$ cat config.mk
export PLATFORM = sky130hd
export DESIGN_NAME = dmem_arbiter_flat
export DESIGN_NICKNAME = d
export VERILOG_FILES = /design/src/rtl/dmem_port_if.sv /design/src/rtl/dmem_arbiter.sv /design/src/flat_wrapper.sv
export SDC_FILE = /design/constraint.sdc
export NUM_CORES = 1
export LEC_CHECK = 0
export ABC_AREA = 1
export BUFFER_PORTS_ARGS = -buffer_cell sky130_fd_sc_hd__buf_2
export CAP_MARGIN = 20
export CORE_MARGIN = 1
export CORE_UTILIZATION = 45
export CTS_BUF_LIST = sky130_fd_sc_hd__clkbuf_2 sky130_fd_sc_hd__clkbuf_4 sky130_fd_sc_hd__clkbuf_8
export CTS_CLUSTER_DIAMETER = 60
export DETAILED_ROUTE_END_ITERATION = 7
export PLACE_DENSITY = 0.91
export SYNTH_ARGS = -nofsm -noshare
export SYNTH_HDL_FRONTEND = slang
export SYNTH_SLANG_ARGS = --single-unit
$ cat constraint.sdc
create_clock -name clk -period 2.18 [get_ports clk]
set_clock_uncertainty 0.15 [all_clocks]
set_input_delay 0.218 -clock clk [delete_from_list [all_inputs] [get_ports clk]]
set_output_delay 0.218 -clock clk [all_outputs]
set_load 0.02 [all_outputs]
$ cat src/rtl/dmem_port_if.sv
// One requester's view of the shared data memory: request/beat fields driven
// by the master, grant/ack/read data returned by the arbiter.
interface dmem_port_if #(
   parameter int ADDR_W = 8,
   parameter int DATA_W = 8
);
   logic              req;
   logic              we;
   logic [ADDR_W-1:0] addr;
   logic [DATA_W-1:0] wdata;
   logic              gnt;
   logic              ack;
   logic [DATA_W-1:0] rdata;

   modport master (output req, we, addr, wdata, input gnt, ack, rdata);
   modport slave  (input req, we, addr, wdata, output gnt, ack, rdata);
endinterface

$ cat src/rtl/dmem_arbiter.sv
// Two-master round-robin arbiter for the single-port data memory with bounded
// bursts; grant/ack/read data are registered, memory pins follow the owner.
module dmem_arbiter #(
   parameter int ADDR_W    = 8,
   parameter int DATA_W    = 8,
   parameter int MAX_BURST = 4
) (
   input  logic              clk,
   input  logic              rst,
   dmem_port_if.slave        m0,
   dmem_port_if.slave        m1,
   output logic [ADDR_W-1:0] mem_addr,
   output logic [DATA_W-1:0] mem_wdata,
   output logic              mem_write,
   output logic              mem_read,
   input  logic [DATA_W-1:0] mem_rdata
);
   localparam int BEAT_W = $clog2(MAX_BURST) + 1;
   localparam logic [BEAT_W-1:0] BEAT_LAST = BEAT_W'(MAX_BURST - 1);
   localparam logic [BEAT_W-1:0] BEAT_ONE  = BEAT_W'(1);
   localparam logic [BEAT_W-1:0] BEAT_ZERO = BEAT_W'(0);

   typedef enum logic [1:0] {IDLE = 2'd0, OWN0 = 2'd1, OWN1 = 2'd2} state_t;

   state_t            state_r, state_nxt_s;
   logic              last_r, last_nxt_s;
   logic [BEAT_W-1:0] beats_r, beats_nxt_s;
   logic              m0_ack_r, m1_ack_r;
   logic [DATA_W-1:0] m0_rdata_r, m1_rdata_r;
   logic              beat0_s, beat1_s;

   assign beat0_s  = (state_r == OWN0) && m0.req;
   assign beat1_s  = (state_r == OWN1) && m1.req;
   assign m0.gnt   = (state_r == OWN0);
   assign m1.gnt   = (state_r == OWN1);
   assign m0.ack   = m0_ack_r;
   assign m1.ack   = m1_ack_r;
   assign m0.rdata = m0_rdata_r;
   assign m1.rdata = m1_rdata_r;

   // Ownership next-state: tie goes to the master that did not own last.
   always_comb begin
      state_nxt_s = state_r;
      last_nxt_s  = last_r;
      beats_nxt_s = beats_r;
      case (state_r)
         IDLE: begin
            if (m0.req && (!m1.req || last_r)) begin
               state_nxt_s = OWN0;
               last_nxt_s  = 1'b0;
               beats_nxt_s = BEAT_ZERO;
            end else if (m1.req) begin
               state_nxt_s = OWN1;
               last_nxt_s  = 1'b1;
               beats_nxt_s = BEAT_ZERO;
            end else begin
               state_nxt_s = IDLE;
            end
         end
         OWN0: begin
            if (!m0.req) begin
               if (m1.req) begin
                  state_nxt_s = OWN1;
                  last_nxt_s  = 1'b1;
                  beats_nxt_s = BEAT_ZERO;
               end else begin
                  state_nxt_s = IDLE;
               end
            end else if (beats_r == BEAT_LAST) begin
               // Burst limit reached: hand over if the other side waits, else restart count.
               beats_nxt_s = BEAT_ZERO;
               if (m1.req) begin
                  state_nxt_s = OWN1;
                  last_nxt_s  = 1'b1;
               end else begin
                  state_nxt_s = OWN0;
               end
            end else begin
               beats_nxt_s = beats_r + BEAT_ONE;
            end
         end
         OWN1: begin
            if (!m1.req) begin
               if (m0.req) begin
                  state_nxt_s = OWN0;
                  last_nxt_s  = 1'b0;
                  beats_nxt_s = BEAT_ZERO;
               end else begin
                  state_nxt_s = IDLE;
               end
            end else if (beats_r == BEAT_LAST) begin
               beats_nxt_s = BEAT_ZERO;
               if (m0.req) begin
                  state_nxt_s = OWN0;
                  last_nxt_s  = 1'b0;
               end else begin
                  state_nxt_s = OWN1;
               end
            end else begin
               beats_nxt_s = beats_r + BEAT_ONE;
            end
         end
         default: begin
            state_nxt_s = IDLE;
         end
      endcase
   end

   // Memory pins steered from the current owner, quiet when idle.
   always_comb begin
      mem_addr  = {ADDR_W{1'b0}};
      mem_wdata = {DATA_W{1'b0}};
      mem_write = 1'b0;
      mem_read  = 1'b0;
      case (state_r)
         OWN0: begin
            mem_addr  = m0.addr;
            mem_wdata = m0.wdata;
            mem_write = m0.req & m0.we;
            mem_read  = m0.req & ~m0.we;
         end
         OWN1: begin
            mem_addr  = m1.addr;
            mem_wdata = m1.wdata;
            mem_write = m1.req & m1.we;
            mem_read  = m1.req & ~m1.we;
         end
         default: begin
            mem_addr  = {ADDR_W{1'b0}};
            mem_wdata = {DATA_W{1'b0}};
            mem_write = 1'b0;
            mem_read  = 1'b0;
         end
      endcase
   end

   // State, round-robin pointer, burst count, acks and captured read data.
   always_ff @(posedge clk or posedge rst) begin
      if (rst) begin
         state_r    <= IDLE;
         last_r     <= 1'b1;
         beats_r    <= BEAT_ZERO;
         m0_ack_r   <= 1'b0;
         m1_ack_r   <= 1'b0;
         m0_rdata_r <= {DATA_W{1'b0}};
         m1_rdata_r <= {DATA_W{1'b0}};
      end else begin
         state_r  <= state_nxt_s;
         last_r   <= last_nxt_s;
         beats_r  <= beats_nxt_s;
         m0_ack_r <= beat0_s;
         m1_ack_r <= beat1_s;
         if (beat0_s && !m0.we) begin
            m0_rdata_r <= mem_rdata;
         end
         if (beat1_s && !m1.we) begin
            m1_rdata_r <= mem_rdata;
         end
      end
   end
endmodule

$ cat src/flat_wrapper.sv
// flat-port wrapper written by rule: the top's interface ports become plain ports
module dmem_arbiter_flat 
#(
   parameter int ADDR_W    = 8,
   parameter int DATA_W    = 8,
   parameter int MAX_BURST = 4
)
  (clk, rst, mem_addr, mem_wdata, mem_write, mem_read, mem_rdata, m0_req, m0_we, m0_addr, m0_wdata, m0_gnt, m0_ack, m0_rdata, m1_req, m1_we, m1_addr, m1_wdata, m1_gnt, m1_ack, m1_rdata);
  dmem_port_if #(.ADDR_W(ADDR_W), .DATA_W(DATA_W)) m0_i ();
  dmem_port_if #(.ADDR_W(ADDR_W), .DATA_W(DATA_W)) m1_i ();
  input  logic clk;
  input  logic rst;
  output logic [ADDR_W-1:0] mem_addr;
  output logic [DATA_W-1:0] mem_wdata;
  output logic mem_write;
  output logic mem_read;
  input  logic [DATA_W-1:0] mem_rdata;
  input wire logic [$bits(m0_i.req)-1:0] m0_req;
  input wire logic [$bits(m0_i.we)-1:0] m0_we;
  input wire logic [$bits(m0_i.addr)-1:0] m0_addr;
  input wire logic [$bits(m0_i.wdata)-1:0] m0_wdata;
  output wire logic [$bits(m0_i.gnt)-1:0] m0_gnt;
  output wire logic [$bits(m0_i.ack)-1:0] m0_ack;
  output wire logic [$bits(m0_i.rdata)-1:0] m0_rdata;
  input wire logic [$bits(m1_i.req)-1:0] m1_req;
  input wire logic [$bits(m1_i.we)-1:0] m1_we;
  input wire logic [$bits(m1_i.addr)-1:0] m1_addr;
  input wire logic [$bits(m1_i.wdata)-1:0] m1_wdata;
  output wire logic [$bits(m1_i.gnt)-1:0] m1_gnt;
  output wire logic [$bits(m1_i.ack)-1:0] m1_ack;
  output wire logic [$bits(m1_i.rdata)-1:0] m1_rdata;
  assign m0_i.req = m0_req;
  assign m0_i.we = m0_we;
  assign m0_i.addr = m0_addr;
  assign m0_i.wdata = m0_wdata;
  assign m0_gnt = m0_i.gnt;
  assign m0_ack = m0_i.ack;
  assign m0_rdata = m0_i.rdata;
  assign m1_i.req = m1_req;
  assign m1_i.we = m1_we;
  assign m1_i.addr = m1_addr;
  assign m1_i.wdata = m1_wdata;
  assign m1_gnt = m1_i.gnt;
  assign m1_ack = m1_i.ack;
  assign m1_rdata = m1_i.rdata;
  dmem_arbiter #(.ADDR_W(ADDR_W), .DATA_W(DATA_W), .MAX_BURST(MAX_BURST)) u_core (.clk(clk), .rst(rst), .m0(m0_i), .m1(m1_i), .mem_addr(mem_addr), .mem_wdata(mem_wdata), .mem_write(mem_write), .mem_read(mem_read), .mem_rdata(mem_rdata));
endmodule
# Word-level counts from Yosys, hierarchy flattened
# Index checks and enable logic that the tools add are counted.
# Widths: inputs -> output; s select.
# word_totals
register_bits	24
word_cells	63
input_bits	46
# op_classes
addsub	1
reduce_logical	14
mux	29
n_bitwise	6
eq_ne	6
# ops
op	count
$pmux 8 s2	2
$mux 3	6
$mux 2	8
$pmux 3 s3	1
$mux 1	8
$ne 3x2->1 const B	2
$pmux 2 s3	1
$logic_and 1x1->1	5
$and 1x1->1	4
$pmux 1 s2	2
$reduce_and 2->1	2
$add 3x1->3 const B	1
$eq 3x2->1 const B	1
$logic_not 1->1	3
$ne 3x3->1 const B	1
$pmux 1 s3	1
$reduce_and 3->1	1
$reduce_bool 3->1	1
$eq 2x1->1 const B	1
$eq 2x2->1 const B	1
$logic_not 2->1	1
$not 1->1	2
$logic_or 1x1->1	1

# Depth between registers and ports, before layout
# Gate-level depths: netlist of run 1.
# logic_depth
word_depth	5
depth_mapped	10
mapped_depth_nobuf	9

# Worst setup path before layout of run 1
# No wires, ideal clock.
# synth_timing
kind	flip-flop to output port
from	reg u_core.state_r[1]
to	out mem_read
required_time_ns	1.812
path_stages_with_launch	9
path_slack_ns	0.116
arrival_ns	1.696
path_buffers	3
cell_sequence	dfrtp_1 inv_1 ha_1 buf_6 nand2_4 or2_1 buf_6 buf_6 a21oi_2
# synth_via
elab_chain_cells	2
elab_cells_between_ends	3
classes_between	eq/ne: 2; mux: 1
# synth_rtl
element	line_no	rtl
from (decl)	dmem_arbiter.sv:25	state_t state_r, state_nxt_s;
from (signal assigned)	dmem_arbiter.sv:148	state_r <= state_nxt_s;
$eq 2x1->1	--	
net m0_gnt	flat_wrapper.sv:22	output wire logic [$bits(m0_i.gnt)-1:0] m0_gnt;
$pmux 1 s2	dmem_arbiter.sv:115	case (state_r)
to (decl)	flat_wrapper.sv:16	output logic mem_read;
# The timed path passes the listed nets, and every way through them passes these cells.

# Worst setup path in the final report of run 1
# layout_timing
from	reg u_core.state_r[0]
to	out mem_addr[6]
# layout_via
elab_chain_cells	2
elab_cells_between_ends	3
classes_between	eq/ne: 2; mux: 1
# layout_rtl
element	line_no	rtl
$eq 2x2->1 / $eq 2x1->1 (equally long branches)	dmem_arbiter.sv:115	
$pmux 8 s2 (*)	dmem_arbiter.sv:115	
to (decl)	flat_wrapper.sv:13	output logic [ADDR_W-1:0] mem_addr;
# Every way passes the cells marked *; elsewhere a longest branch is shown, timed or not.

==> results of run 1 <==
-- stage by stage --
stage | util, % | TNS, ns | cell area (µm²) | std cells
2_1_floorplan | - | 0 | 1480 | 198
3_3_place_gp | 62.56 | 0 | 1926 | 322
3_5_place_dp | 62.56 | 0 | 1926 | 322
4_1_cts | 64.67 | 0 | 1991 | 327
5_1_grt | 65.77 | -0.005768 | 2024 | 328
6_report | 65.77 | 0 | 2024 | 328
-- sequential cells by signal, summed over array words and instances (netlist names) --
signal / cells
u_core.m0.rdata: 8
u_core.m1.rdata: 8
u_core.beats_r: 3
u_core.state_r: 2
u_core.last_r: 1
u_core.m0.ack: 1
u_core.m1.ack: 1
-- cell type report --
type	instances	area [µm²]
Sequential cell	24	603.1
Clock inverter	1	30.03
Tap cell	44	55.05
Clock buffer	3	22.52
Fill cell	280	1054
Inverter	23	86.33
Multi-Input combinational cell	141	742.0
Timing Repair Buffer	92	485.5
-- report_power, final --
part / total [mW] / switching [mW] / internal, mW
combinational: 1.59 / 1.02 / 0.569
clock: 0.322 / 0.136 / 0.186
sequential: 0.741 / 0.104 / 0.637
total: 2.66 / 1.26 / 1.39
-- worst min-delay path, cell delays in order --
cell and delay (ns):
buf_2 0.09, inv_1 0.08, o21ai_2 0.06
-- layout by cell type, fill, tap and decap left out, drive strengths merged, types with 2 or more instances in the layout --
master	synthesis	final
a21oi	24	24
buf	7	91
clkbuf	3	3
dfrtp	23	23
ha	5	5
inv	23	23
nand2	77	77
nand3	7	7
nor2	7	7
o21ai	19	19
or2	2	2
-- kinds of logic after synthesis --
| kind of cell | Yosys count |
|---|---|
| fa+ha+maj | 5 |
| simple gates | 93 |
| compound gates | 43 |
| flops | 24 |
| buf+inv | 33 |
-- cells in the mapped netlist, drive strengths merged --
cell and count:
o21ai 19, a21oi 24, inv 23, or2 2, clkbuf 3, ha 5
nand3 7, dfstp 1, dfrtp 23, nor2 7, buf 7, nand2 77
-- worst paths after layout --
kind                                         start                 end  slack [ns]  cells after the start
worst max-delay path             u_core.state_r[0]         mem_addr[6]        0.08                      6
worst min-delay path                  mem_rdata[3]  u_core.m1.rdata[3]        0.01                      3
worst max register to register   u_core.state_r[0]   u_core.beats_r[1]        0.42                      9
worst min register to register  u_core.m0.rdata[4]  u_core.m0.rdata[4]        0.34                      2
max in group asynchronous                      rst       u_core.last_r        1.27                      4
min in group asynchronous                      rst  u_core.m0.rdata[7]        0.32                      4
-- layer usage --
| metal | vias to the layer above | global-route usage (%) | part of all wire, % |
|---|---|---|---|
| met2 | 54 | 38.68 | 51 |
| li1 | 790 | - | - |
| met3 | 8 | 2.838 | 6.6 |
| met5 | - | 0 | 0 |
| met1 | 698 | 22.83 | 40 |
| met4 | 0 | 7.483 | 1.5 |
-- repair_timing --
item / 4_1_cts / 5_1_grt
pin swaps: 0 / 0
buffers inserted: 0 / 1
hold buffers: 1 / 0
endpoints found under the setup margin: 2 / 18
resized for setup: 1 / 5
hold endpoints to repair: 23 / 0
==> results.toml, run 1 <==
[setup_path]
crit_path_end_kind = "output pin"
path_buf_inv = 4
start_kind = "register"
critPathMaxFanout = 20
critical_path.top_delay_family = "buffers and inverters"
critical_path.cell_chain = "inv_2, ha_4, inv_1, buf_4, a21oi_1, buf_2"
crit_arrival_ns = 1.73
cp_slowest_stage_delay_ns = 0.43
slowest_stage = "dfrtp_1"
criticalPathCategory = "reg -> out"
critPathRequiredTime_ns = 1.81

[global_routing]
grt.total_usage_pct = 20.40
grt_overflow = 0
grt_antenna_before_repair = 0
grt_first_pass_wirelength_um = 5568
grt_max_degree = 25
first_global_vias = 1397

[logic_synthesis]
ys_ff_latch = 24
syn-cell-area_mm2 = 0.001480
synth_top_family_by_area = "simple AND/OR/NAND/NOR gates"
synth_top_area_share_pct = 38.88
syn_avg_cell_area_um2 = 7.476
yosys.area_share.simple_pct = 25.19
ys_types = 17
yosysTopAreaCell = "dfrtp_1"
synth-xor-area-share_pct = 0
synth_area_leaders = "dfrtp_1, nand2_1, o21ai_2"
syn-instance-count = 198
synthAdderAreaFrac_pct = 4.227
ys_seq_area_share_pct = 40.66
synth_fp_nets = 249
ys_warn_count = 0
synth_compound_area_share_pct = 18.85
muxShareOfSynthArea_pct = 0

[sta]
max_slew_margin_pct = 80.56
hold-worst-slack_ns = 0.01474
setup_slack_ns = 0.07819
fmax_mhz = 475.8
hold_viol = 0
period_share_pct = 96.41
setup_viol = 0
finalMaxSlewViolations = 0
worst_pin_slew_ns = 0.2917
period_needed_ns = 2.102

[power]
fin_total_pwr_mw = 2.656
powerDensity_mw_per_mm2 = 1312
cellLeakagePower_nw = 1.153
vdd_ir_drop_max_v = 0.0005599

[floorplanning]
die_area_mm2 = 0.003522
boundaryPins = 84
num_rows = 20
die_w_um = 59.35
die_y_um = 59.35
coreArea_mm2 = 0.003078
start_util_pct = 48.09

[routing]
drtIter0Drc = 69
drt.antenna.violating_nets = 0
dr.pass1.iters = 4
routed-via-count = 1550
finalWirelength_um = 3612
viasPerCell = 4.726
wl_per_cell_um = 11.01
route.detailed.drc = 0

[run]
cap_violations = 0

[clock_tree]
cts_buffers = 3
cts_tree = "done"
cts_sinks = 24
root_buffer = "clkbuf_4"
cts_buffer_depth = 2
clk_pin_slew_ns = 0.13
htree_levels = 1
clk_latency_ns = 0.31

[cells_and_area]
nNetsFinal = 336
drive_gt1_share_pct = 42.25
antenna_cells = 0
synthToLayoutAreaGrowth_pct = 36.77

[place]
place_ws_ns = 0.3519
port_buffers = 83
gp_congestion = 0.9209
hpwlAfterDp_um = 2767

[run_status]
outcome = "finished, final reports clean"

[hold_path]
min_path_type = "in -> reg"
Note: power is estimated with default switching activity, not from simulation.
==> inputs of run 2 (changes only) <==
--- a/config.mk
+++ b/config.mk
@@ -6,8 +6,9 @@
 export NUM_CORES = 1
 export LEC_CHECK = 0
 export ABC_AREA = 1
-export BUFFER_PORTS_ARGS = -buffer_cell sky130_fd_sc_hd__buf_2
+export BUFFER_PORTS_ARGS = -buffer_cell sky130_fd_sc_hd__buf_4
 export CAP_MARGIN = 20
+export CORE_ASPECT_RATIO = 0.7
 export CORE_MARGIN = 1
 export CORE_UTILIZATION = 45
 export CTS_BUF_LIST = sky130_fd_sc_hd__clkbuf_2 sky130_fd_sc_hd__clkbuf_4 sky130_fd_sc_hd__clkbuf_8
==> results.toml, run 2 (synthesis gave the netlist of run 1 again) <==
[global_routing]
grt_max_degree = 25
grt_first_pass_wirelength_um = 6182
first_global_vias = 1449
grt.total_usage_pct = 21.92
grt_antenna_before_repair = 0
grt_overflow = 0

[setup_path]
cp_slowest_stage_delay_ns = 0.41
worstRegToRegCells = 7
r2r-start = "u_core.state_r[0]"
critPathRequiredTime_ns = 1.81
start_kind = "register"
criticalPathCategory = "reg -> out"
crit_arrival_ns = 1.70
r2r_setup_slack_ns = 0.40
r2r_end = "u_core.m1.rdata[7]"
critical_path.cell_chain = "inv_1, ha_2, nand2_2, or2_1, a21oi_2, buf_4"
critPathMaxFanout = 4
path_depth = 6
slowest_stage = "dfrtp_1"
path_buf_inv = 2
critical_path.top_delay_family = "flip-flops"
crit_path_end_kind = "output pin"

[power]
cellLeakagePower_nw = 1.197
power_frac_comb_pct = 62.5
vdd_ir_drop_max_v = 0.0006842
p_sw_mw = 1.274
pwr-share-clk_pct = 10.6
intPower_mw = 1.516
pwr-share-seq_pct = 26.9
powerDensity_mw_per_mm2 = 1261
switching_share_pct = 45.67

[hold_path]
hold-path-endpoint = "u_core.m0.ack"
holdCritStartpoint = "m0_req"
min_path_cells = 3
min_path_type = "in -> reg"

[cells_and_area]
nNetsFinal = 335
synthToLayoutAreaGrowth_pct = 49.45
final_cell_mix = "buf_4, nand2_1, inv_1, a21oi_1, dfrtp_1"
fin_util_pct = 70.27
final_common_cell = "buf_4"
drive_gt1_share_pct = 41.34
antenna_cells = 0

[routing]
viasPerCell = 4.847
drtIter0Drc = 78
wl_per_cell_um = 12.13
drt.antenna.violating_nets = 0
finalWirelength_um = 3894
dr.pass1.iters = 6
routed-via-count = 1556
route.detailed.drc = 18

[place]
gp_congestion = 0.8684
port_buffers = 83
hpwlAfterDp_um = 2948

[sta]
max_slew_margin_pct = 80.58
period_share_pct = 95.08
worst_pin_slew_ns = 0.2913
fmax_mhz = 482.5
rsz0062_at_grt = "no"
finalMaxSlewViolations = 0
period_needed_ns = 2.073
setup_viol = 0
hold_viol = 0
finalSetupTns_ns = 0

[clock_tree]
root_buffer = "clkbuf_8"
clk_latency_ns = 0.27
cts_buffer_depth = 2
cts_buffers = 3
postCtsSetupBuffers = 0
cts_tree = "done"
clk_pin_slew_ns = 0.08
cts_sinks = 24
htree_levels = 1

[floorplanning]
start_util_pct = 47.02
num_rows = 17
boundaryPins = 84
die_w_um = 70.55
coreArea_mm2 = 0.003148
die_y_um = 49.99
die_area_mm2 = 0.003526

[run_status]
outcome = "finished, violations left"
violations = "design-rule violations"

[run]
cap_violations = 0
## run 2: changes by cell type in the layout (fill, tap and decap cells not counted), sizes merged
cell,before,now
bufinv,1,0
buf,91,90
clkbuf,3,4
## run 2: worst max-delay path by stage
stage	from	end	slack [ns]
after CTS	u_core.state_r[0]	mem_read	0.13
after floorplan	u_core.state_r[1]	mem_read	0.12
final	u_core.state_r[0]	mem_read	0.11
after global routing	u_core.state_r[1]	mem_wdata[2]	0.009
after global placement	u_core.state_r[1]	mem_wdata[5]	0.44
after detailed placement	u_core.state_r[0]	mem_read	0.43
## run 2: timing repair
action                                 CTS  global route
setup endpoints to repair                0             2
hold buffers                             1             0
endpoints found under the hold margin   23             0
resized for setup                        0             4
## run 2: final cells by class
type / count / area, µm²
Clock buffer: 4 / 55.05
Fill cell: 236 / 935.9
Inverter: 23 / 86.33
Multi-Input combinational cell: 141 / 732.0
Sequential cell: 24 / 601.8
Tap cell: 38 / 47.55
Timing Repair Buffer: 91 / 689.4
## run 2: power by group through the flow
stage               clock network (mW)  registers [mW]  logic, mW
floorplan                            0           0.933      0.879
finish                           0.296           0.749       1.74
detailed placement                   0           0.753       1.69
global placement                     0           0.745       1.66
CTS                              0.305           0.744       1.70
global route                     0.324           0.772       1.90
## run 2: per-layer routing
layer / track usage, % / vias up / share of wire, %
li1: - / 788 / -
met1: 26.06 / 700 / 39
met2: 39.97 / 66 / 51
met3: 5.317 / 2 / 9.1
met4: 5.667 / 0 / 0.41
met5: 0 / - / 0
## run 2: through the flow
stage / power [mW] / hold WS, ns / setup WS, ns / cell area, µm² / std cells
2_1_floorplan: 1.813 / 0.08188 / 0.1162 / 1480 / 198
3_3_place_gp: 2.402 / 0.1317 / 0.4355 / 2126 / 316
3_5_place_dp: 2.445 / 0.1389 / 0.4316 / 2126 / 316
4_1_cts: 2.749 / 0.07592 / 0.1327 / 2191 / 321
5_1_grt: 2.995 / 0.07766 / 0.009454 / 2212 / 321
6_report: 2.790 / 0.08106 / 0.1073 / 2212 / 321
## run 2: tightest hold or removal path, delay by kind of cell
family,cells,cell delay [ns]
buffers and inverters,2,0.18
and+or+nand+nor,1,0.06
==> inputs of run 3 (changes only) <==
--- a/config.mk
+++ b/config.mk
@@ -10,11 +10,11 @@
 export CAP_MARGIN = 20
 export CORE_ASPECT_RATIO = 0.7
 export CORE_MARGIN = 1
-export CORE_UTILIZATION = 45
+export CORE_UTILIZATION = 40
 export CTS_BUF_LIST = sky130_fd_sc_hd__clkbuf_2 sky130_fd_sc_hd__clkbuf_4 sky130_fd_sc_hd__clkbuf_8
 export CTS_CLUSTER_DIAMETER = 60
 export DETAILED_ROUTE_END_ITERATION = 7
-export PLACE_DENSITY = 0.91
+export PLACE_DENSITY = 0.83
 export SYNTH_ARGS = -nofsm -noshare
 export SYNTH_HDL_FRONTEND = slang
 export SYNTH_SLANG_ARGS = --single-unit
==> results.toml, run 3 (synthesis gave the netlist of run 1 again) <==
[clock_tree]
postCtsSetupBuffers = 0
htree_levels = 1
root_buffer = "clkbuf_8"
clk_latency_ns = 0.26
clk_pin_slew_ns = 0.08
cts_buffers = 3
ctsResizeCount = 0
cts_sinks = 24
cts_buffer_depth = 2
cts_tree = "done"

[sta]
setup_slack_ns = 0.1307
worst_pin_slew_ns = 0.2961
finalMaxSlewViolations = 0
hold-worst-slack_ns = 0.07950
setup_viol = 0
finalSetupTns_ns = 0
period_needed_ns = 2.049
max_slew_margin_pct = 80.26
period_share_pct = 94.01
hold_viol = 0
rsz0062_at_grt = "no"
fmax_mhz = 488.0

[power]
cellLeakagePower_nw = 1.193
fin_total_pwr_mw = 2.726
pwr-share-seq_pct = 27.4
intPower_mw = 1.476
p_sw_mw = 1.250
power_frac_comb_pct = 61.9
switching_share_pct = 45.85
pwr-share-clk_pct = 10.8
vdd_ir_drop_max_v = 0.0006511
powerDensity_mw_per_mm2 = 1240

[routing]
finalWirelength_um = 3770
drt.antenna.violating_nets = 0
dr.pass1.iters = 5
route.detailed.drc = 0
wl_per_cell_um = 11.36
routed-via-count = 1557
viasPerCell = 4.690
drtIter0Drc = 69

[global_routing]
grt_util_met2_pct = 35.74
grt_first_pass_wirelength_um = 5816
grt_overflow = 0
first_global_vias = 1411
grt.total_usage_pct = 19.23
top_usage_layer = "met2"
grt_max_degree = 25
globalRouteMet1Util_pct = 22.86
use_met3_pct = 5.333
grt_antenna_before_repair = 0

[setup_path]
crit_path_end_kind = "output pin"
r2r-start = "u_core.state_r[1]"
worstRegToRegCells = 9
crit_path_start = "u_core.state_r[1]"
critPathMaxFanout = 20
criticalPathCategory = "reg -> out"
setup.worst_path.end = "mem_wdata[3]"
crit_arrival_ns = 1.68
r2r_setup_slack_ns = 0.44
critPathRequiredTime_ns = 1.81
r2r_end = "u_core.beats_r[0]"
start_kind = "register"

[cells_and_area]
antenna_cells = 0
synthToLayoutAreaGrowth_pct = 48.52
final_common_cell = "buf_4"
final_cell_mix = "buf_4, nand2_1, inv_1, a21oi_1, dfrtp_1"
final-instance-count-excl-fill = 332
register_area_um2 = 601.8
finalInstanceArea_mm2 = 0.002198
nNetsFinal = 334
fill_cells = 319
multi_input_area_um2 = 714.4
fin_util_pct = 62.17
drive_gt1_share_pct = 40.07

[place]
placed_area_mm2 = 0.002133
dp.cells = 327
port_buffers = 83
hpwlAfterDp_um = 2828
place_ws_ns = 0.4232
gp_congestion = 0.9229

[floorplanning]
boundaryPins = 84
die_w_um = 74.71
die_y_um = 52.90
coreArea_mm2 = 0.003536
num_rows = 18
die_area_mm2 = 0.003952
start_util_pct = 41.86

[hold_path]
min_path_type = "in -> reg"

[run_status]
outcome = "finished, final reports clean"

[run]
cap_violations = 0
-- run 3: routing by layer --
metal / up-vias / share of wire, % / wire (µm)
met5: - / 0 / 0
met4: 0 / 0 / 0
met3: 0 / 8.5 / 322
met2: 58 / 48 / 1797
met1: 715 / 44 / 1651
li1: 784 / - / -
-- run 3: worst min-delay path by stage --
stage                       from                  to  slack, ns  cells after the start
finish              mem_rdata[1]  u_core.m0.rdata[1]       0.08                      3
global route        mem_rdata[3]  u_core.m0.rdata[3]       0.08                      3
CTS                 mem_rdata[1]  u_core.m0.rdata[1]       0.08                      3
detailed placement           rst  u_core.m1.rdata[5]       0.14                      3
global placement             rst  u_core.m1.rdata[5]       0.13                      3
floorplan                    rst   u_core.beats_r[0]       0.08                      1
-- run 3: worst max-delay path, stage by stage, from the launching register on --
cell     delay, ns
dfrtp_1       0.40
inv_1         0.08
ha_1          0.36
inv_1         0.06
buf_4         0.20
a21oi_1       0.16
buf_4         0.16
-- run 3: final cells by class --
cell class	instances	area share, %
inverter	23	3.927
multi-input combinational	141	32.50
sequential	24	27.38
timing repair buffer	90	30.85
clock buffer	4	2.504
tap	50	2.846
-- run 3: timing repair --
action | in CTS | in global routing
endpoints found under the setup margin | 0 | 0
hold buffers | 1 | 0
endpoints found under the hold margin | 23 | 0
-- run 3: power by group through the flow --
stage	clock [mW]	sequential (mW)	combinational, mW
detailed placement	0	0.754	1.68
global placement	0	0.749	1.64
finish	0.294	0.746	1.69
floorplan	0	0.933	0.879
global route	0.316	0.771	1.85
CTS	0.299	0.747	1.69
